$ cat src/rtl/uart_pkg.sv
// ---------------------------------------------------------------------------
// uart_pkg
// Shared types and constants for the UART blocks.
//   tx_state_t       : transmitter FSM states
//   PARITY_*         : parity mode selectors
//   DEFAULT_BAUD_INC : accumulator increment for ~115200 baud at 50 MHz
// ---------------------------------------------------------------------------
package uart_pkg;

   typedef enum logic [2:0] {
      ST_IDLE   = 3'd0,
      ST_START  = 3'd1,
      ST_DATA   = 3'd2,
      ST_PARITY = 3'd3,
      ST_STOP   = 3'd4
   } tx_state_t;

   localparam int unsigned PARITY_NONE = 0;
   localparam int unsigned PARITY_EVEN = 1;
   localparam int unsigned PARITY_ODD  = 2;

   localparam int unsigned DEFAULT_BAUD_INC = 151;

endpackage

$ cat src/rtl/uart_baud_gen.sv
// ---------------------------------------------------------------------------
// uart_baud_gen
// 16-bit phase-accumulator bit-rate generator.
//   clk      in  : system clock
//   reset_n  in  : synchronous active-low reset
//   clear    in  : hold accumulator and tick at zero while high
//   bit_tick out : registered carry out of bit 15, one cycle wide
// Bit rate = f_clk * BAUD_INC / 65536.
// ---------------------------------------------------------------------------
module uart_baud_gen
   import uart_pkg::*;
#(
   parameter int unsigned BAUD_INC = DEFAULT_BAUD_INC
) (
   input  logic clk,
   input  logic reset_n,
   input  logic clear,
   output logic bit_tick
);

   logic [15:0] acc_q, acc_d;
   logic        tick_q, tick_d;
   logic [16:0] sum;

   always_comb begin
      sum = {1'b0, acc_q} + 17'(BAUD_INC);
      if (clear) begin
         acc_d  = '0;
         tick_d = 1'b0;
      end else begin
         acc_d  = sum[15:0];
         tick_d = sum[16];
      end
   end

   always_ff @(posedge clk) begin
      if (!reset_n) begin
         acc_q  <= '0;
         tick_q <= 1'b0;
      end else begin
         acc_q  <= acc_d;
         tick_q <= tick_d;
      end
   end

   assign bit_tick = tick_q;

endmodule

$ cat src/rtl/uart_tx_fifo.sv
// ---------------------------------------------------------------------------
// uart_tx_fifo
// Buffered UART transmitter: byte FIFO in front of a start/8 data (LSB first)/
// optional parity/1-2 stop bit serialiser.
//   clock50    in  : 50 MHz system clock
//   reset_n    in  : synchronous active-low reset (aborts any frame)
//   in_data    in  : byte to transmit
//   in_valid   in  : producer offers in_data
//   in_ready   out : FIFO not full
//   tx         out : serial line, idle high (registered)
//   busy       out : frame in progress or FIFO non-empty
//   fifo_count out : FIFO occupancy (registered)
// Handshake: a byte is transferred at a rising edge where in_valid && in_ready;
// in_ready depends only on the registered occupancy, never on in_valid.
// ---------------------------------------------------------------------------
module uart_tx_fifo
   import uart_pkg::*;
#(
   parameter int unsigned BAUD_INC   = DEFAULT_BAUD_INC,
   parameter int unsigned FIFO_DEPTH = 4,
   parameter int unsigned PARITY     = PARITY_NONE,
   parameter int unsigned STOP_BITS  = 1
) (
   input  logic                        clock50,
   input  logic                        reset_n,
   input  logic [7:0]                  in_data,
   input  logic                        in_valid,
   output logic                        in_ready,
   output logic                        tx,
   output logic                        busy,
   output logic [$clog2(FIFO_DEPTH):0] fifo_count
);

   localparam int unsigned      PTR_W      = $clog2(FIFO_DEPTH);
   localparam int unsigned      CNT_W      = PTR_W + 1;
   localparam logic [CNT_W-1:0] FULL_COUNT = CNT_W'(FIFO_DEPTH);
   localparam logic             ODD_FLIP   = (PARITY == PARITY_ODD);

   logic [7:0]       mem_q [FIFO_DEPTH];
   logic [7:0]       mem_d [FIFO_DEPTH];
   logic [PTR_W-1:0] wr_ptr_q, wr_ptr_d;
   logic [PTR_W-1:0] rd_ptr_q, rd_ptr_d;
   logic [CNT_W-1:0] count_q, count_d;

   tx_state_t        state_q, state_d;
   logic [7:0]       shreg_q, shreg_d;
   logic [2:0]       bit_idx_q, bit_idx_d;
   logic             par_q, par_d;
   logic             stop_cnt_q, stop_cnt_d;
   logic             tx_q, tx_d;

   logic             push, pop, stop_last;
   logic             bit_tick, baud_clear;

   assign in_ready = (count_q != FULL_COUNT);

   // FIFO bookkeeping; pop is the IDLE state taking the head entry
   always_comb begin
      push     = in_valid && in_ready;
      pop      = (state_q == ST_IDLE) && (count_q != '0);
      mem_d    = mem_q;
      if (push) mem_d[wr_ptr_q] = in_data;
      wr_ptr_d = push ? wr_ptr_q + PTR_W'(1) : wr_ptr_q;
      rd_ptr_d = pop  ? rd_ptr_q + PTR_W'(1) : rd_ptr_q;
      count_d  = count_q;
      case ({push, pop})
         2'b10:   count_d = count_q + CNT_W'(1);
         2'b01:   count_d = count_q - CNT_W'(1);
         default: count_d = count_q;
      endcase
   end

   // Serialiser
   always_comb begin
      state_d    = state_q;
      shreg_d    = shreg_q;
      bit_idx_d  = bit_idx_q;
      par_d      = par_q;
      stop_cnt_d = stop_cnt_q;
      tx_d       = tx_q;
      stop_last  = (STOP_BITS == 1) || stop_cnt_q;
      case (state_q)
         ST_IDLE: begin
            tx_d = 1'b1;
            if (pop) begin
               shreg_d   = mem_q[rd_ptr_q];
               tx_d      = 1'b0;
               bit_idx_d = 3'd0;
               par_d     = 1'b0;
               state_d   = ST_START;
            end
         end
         ST_START: begin
            if (bit_tick) begin
               tx_d    = shreg_q[0];
               state_d = ST_DATA;
            end
         end
         ST_DATA: begin
            if (bit_tick) begin
               // shreg_q[0] is the bit whose period just ended
               par_d   = par_q ^ shreg_q[0];
               shreg_d = {1'b0, shreg_q[7:1]};
               if (bit_idx_q == 3'd7) begin
                  stop_cnt_d = 1'b0;
                  if (PARITY != PARITY_NONE) begin
                     tx_d    = par_q ^ shreg_q[0] ^ ODD_FLIP;
                     state_d = ST_PARITY;
                  end else begin
                     tx_d    = 1'b1;
                     state_d = ST_STOP;
                  end
               end else begin
                  bit_idx_d = bit_idx_q + 3'd1;
                  tx_d      = shreg_q[1];
               end
            end
         end
         ST_PARITY: begin
            if (bit_tick) begin
               tx_d       = 1'b1;
               stop_cnt_d = 1'b0;
               state_d    = ST_STOP;
            end
         end
         ST_STOP: begin
            if (bit_tick) begin
               if (stop_last) state_d    = ST_IDLE;
               else           stop_cnt_d = 1'b1;
            end
         end
         default: begin
            tx_d    = 1'b1;
            state_d = ST_IDLE;
         end
      endcase
      // Clearing on the next state lets the accumulator take its first step on
      // the edge that leaves IDLE, so the start bit is a full bit period.
      baud_clear = (state_d == ST_IDLE);
   end

   uart_baud_gen #(
      .BAUD_INC (BAUD_INC)
   ) u_baud (
      .clk      (clock50),
      .reset_n  (reset_n),
      .clear    (baud_clear),
      .bit_tick (bit_tick)
   );

   always_ff @(posedge clock50) begin
      if (!reset_n) begin
         wr_ptr_q   <= '0;
         rd_ptr_q   <= '0;
         count_q    <= '0;
         state_q    <= ST_IDLE;
         shreg_q    <= '0;
         bit_idx_q  <= '0;
         par_q      <= 1'b0;
         stop_cnt_q <= 1'b0;
         tx_q       <= 1'b1;
      end else begin
         wr_ptr_q   <= wr_ptr_d;
         rd_ptr_q   <= rd_ptr_d;
         count_q    <= count_d;
         state_q    <= state_d;
         shreg_q    <= shreg_d;
         bit_idx_q  <= bit_idx_d;
         par_q      <= par_d;
         stop_cnt_q <= stop_cnt_d;
         tx_q       <= tx_d;
      end
   end

   // Storage needs no reset: entries are only read after being written
   always_ff @(posedge clock50) begin
      mem_q <= mem_d;
   end

   assign tx         = tx_q;
   assign fifo_count = count_q;
   assign busy       = (state_q != ST_IDLE) || (count_q != '0);

endmodule

$ cat config.mk
export PLATFORM = sky130hd
export DESIGN_NAME = uart_tx_fifo
export DESIGN_NICKNAME = d
export VERILOG_FILES = /design/src/rtl/uart_pkg.sv /design/src/rtl/uart_baud_gen.sv /design/src/rtl/uart_tx_fifo.sv
export SDC_FILE = /design/constraint.sdc
export NUM_CORES = 1
export LEC_CHECK = 0
export ABC_CLOCK_PERIOD_IN_PS = 2900
export CAP_MARGIN = 40
export CORE_UTILIZATION = 45
export DETAILED_ROUTE_END_ITERATION = 12
export SLEW_MARGIN = 10
export SYNTH_ARGS = -nofsm -noshare
export SYNTH_HDL_FRONTEND = slang
export SYNTH_SLANG_ARGS = --single-unit
$ cat constraint.sdc
create_clock -name clock50 -period 2.9 [get_ports clock50]
set_input_delay 0.435 -clock clock50 [delete_from_list [all_inputs] [get_ports clock50]]
set_output_delay 0.435 -clock clock50 [all_outputs]
set_load 0.02 [all_outputs]
==> reports/results.tsv <==
metric	value	unit
setup_tns	0	ps
combinational share of power	31.4	%
slew margin rel.	44.9	%
CTS tree	built	
pwr dens	902	nW/um^2
Yosys top cell area share	30.6	%
Int Power	2.09	mW
cts bufs inserted	9	
Clock transition at path regs	80	ps
total track usage	16.2	%
min Tclk post-route	2450	ps
commonest non-fill, non-tap cell in the layout	dfxtp_1	
crit path capture type	register	
routed via count	1988	
Final HPWL DP	3570	um
critical setup path kind	reg2reg	
Detail Route Antenna Nets	0	
first-pass GRT wire length	8980	um
CP peak stage delay	480	ps
Adder-Cell Fraction of Synth Area	3.82	%
Hold Path Class	reg2reg	
Most used DFF post-synth	dfxtp_1	
Core ar.	6760	sq um
pin count of the biggest net entering global routing	24	
CTS Sinks	71	
critical path's slowest cell	or3b_1	
maximum vdd drop	0.000439	V
ys async rst share	0	%
area of the mapped netlist	3140	sq um
Tcrit/Tclk final	84.6	%
Final Util	52.7	%
CP bufs+invs	2	
fmax	407	MHz
crit start category	register	
drt total wl	5420	um
leak pwr	1.26	nW
share of cells above drive strength 1	12.7	%
First-pass DRT Iterations	4	
RSZ-0062 raised after global routing	false	
# nets final	299	
routability cong.	0.780	
number of levels in the clock H-tree	3	
count of buffers inserted at the top-level ports	16	
num rows	30	
Cell variety after synth	47	
GRT overflow	0	
dominant cell type by area after synthesis	edfxtp_1	
area grow syn2layout	13.2	%
Synth Area in Simple Gates	14.4	%
DRT iter0 DRCs	76	
number of max-cap violations	0	
most frequent cells in the layout	39 x dfxtp_1, 32 x edfxtp_1, 20 x a21oi_1	
Starting Density	46.5	%
boundary pin count	17	
count of final setup violators	0	
Psw	1.12	mW
Clk Latency, worst-skew pair	340	ps
CP cell instances	or3b_1, and2_1, inv_1, ha_1, inv_1, fa_1, xor2_1, or3_1, a21boi_0	
Synth Net Count	279	
number of flops mapped to enable cells by yosys	32	
clk_skew	11.5	ps
wire per inst	14.9	um
CTS hold repair buffers	0	
post-synthesis compound-gate area fraction	12.9	%
DRC Markers	0	
clk buf depth	2	
register area share after synthesis	55.4	%
worst slew pin tran	822	ps
Most common cell on crit path	inv_1	
Post-CTS Setup Inserts	0	
Yosys reg bits	71	
multiplexer area fraction after synthesis	7.96	%
Clk pwr share	25.1	%
final hold vios	0	
worst path arrival time	2720	ps
power share of the sequential group	43.5	%
CP required	3160	ps
outcome	complete, no violations	
initial antenna violation count	0	
Syn Area/Cell	12.1	sq um
die area	7330	sq um
net switching fraction of the power	34.9	%
Fillers	611	
crit-path max FO	6	
combinational family with the most area after synthesis	simple AND/OR/NAND/NOR gates	
Root Buffer	clkbuf_8	
CP delay by family, top	simple AND/OR/NAND/NOR gates	
vias per cell	5.46	
ANT cells	0	
synth top area cells	edfxtp_1 31%, dfxtp_1 25%, mux4_2 5.7%	
Syn. warnings	0	
Syn Inst Count	259	
Die W	85.6	um
XOR/XNOR Fraction of Synth Area	2.23	%
post-CTS sizing	0	
R2R Setup Slk	450	ps
max-slew violation count	0	
chip height	85.6	um
vias in the first global route	1838	
## sequential cells by signal, indices dropped and copies added, names as in the netlist
signal,flops
mem_q,32
shreg_q,8
fifo_count,3
state_q,3
rd_ptr_q,2
tx,1
bit_idx_q,3
wr_ptr_q,2
u_baud.bit_tick,1
u_baud.acc_q,16
## power groups by stage
stage / Combinational, mW / Clock (mW) / Sequential [mW]
floorplan: 0.825 / 0 / 1.36
global placement: 1.00 / 0 / 1.42
detailed placement: 1.01 / 0 / 1.42
CTS: 1.02 / 0.832 / 1.40
global route: 1.13 / 0.867 / 1.43
finish: 1.01 / 0.806 / 1.40
## per-stage QoR
step	cell area, sq um	hold slack (ps)	cells	worst slack (ps)	power (mW)
6_report	3560	471	364	446	3.21
5_1_grt	3560	514	364	227	3.43
4_1_cts	3560	474	364	432	3.25
3_5_place_dp	3360	456	348	435	2.44
3_3_place_gp	3360	446	348	498	2.42
2_1_floorplan	3140	427	259	369	2.19
## worst register-to-register path, cell delays in order, from the launching register on
cell	delay [ps]
dfxtp_1	370
or3b_1	480
and2_1	230
inv_1	80
ha_1	170
inv_1	60
fa_1	380
xor2_1	150
or3_1	290
a21boi_0	160
## final cells by class
type                    instances  area, sq um  area share [%]
flip-flops and latches         71         1740            48.9
multi-input cells             167         1300            36.5
repair buffers                 17          168            4.71
clock buffers                   9          124            3.48
well taps                      80          100            2.81
clock inverters                 7         77.6            2.18
inverters                      13         48.8            1.37
## worst paths after layout
path                                   endpoint  cells after the start       startpoint
worst max-delay path              fifo_count[2]                      9    fifo_count[0]
worst min-delay path            u_baud.acc_q[0]                      1  u_baud.acc_q[0]
worst max register to register    fifo_count[2]                      9    fifo_count[0]
worst min register to register  u_baud.acc_q[0]                      1  u_baud.acc_q[0]
## cells by family after synthesis
logic type,after synthesis
DFF,71
and+or+nand+nor,75
AOI/OAI and AO/OA,60
muxes,15
buffers and inverters,21
xor gates and xnor gates,8
adders and majority gates,9
## Yosys cell counts, types with 4 or more instances
| library cell | n |
|---|---|
| a21oi_1 | 20 |
| and2_1 | 9 |
| and3_1 | 6 |
| dfxtp_1 | 39 |
| edfxtp_1 | 32 |
| ha_1 | 8 |
| inv_1 | 13 |
| mux2i_1 | 7 |
| mux4_2 | 8 |
| nand2_1 | 9 |
| nor2_1 | 14 |
| nor3b_1 | 4 |
| o21ai_0 | 18 |
| or3_1 | 7 |
| or4_1 | 5 |
| xnor2_1 | 5 |
## metal layers
| metal | GRT usage, % | share of wire, % |
|---|---|---|
| met5 | 0 | 0 |
| met4 | 7.58 | 1.1 |
| met3 | 3.46 | 3.4 |
| met2 | 23.6 | 44 |
| met1 | 23.2 | 52 |
Note: power is estimated with default switching activity, not from simulation.
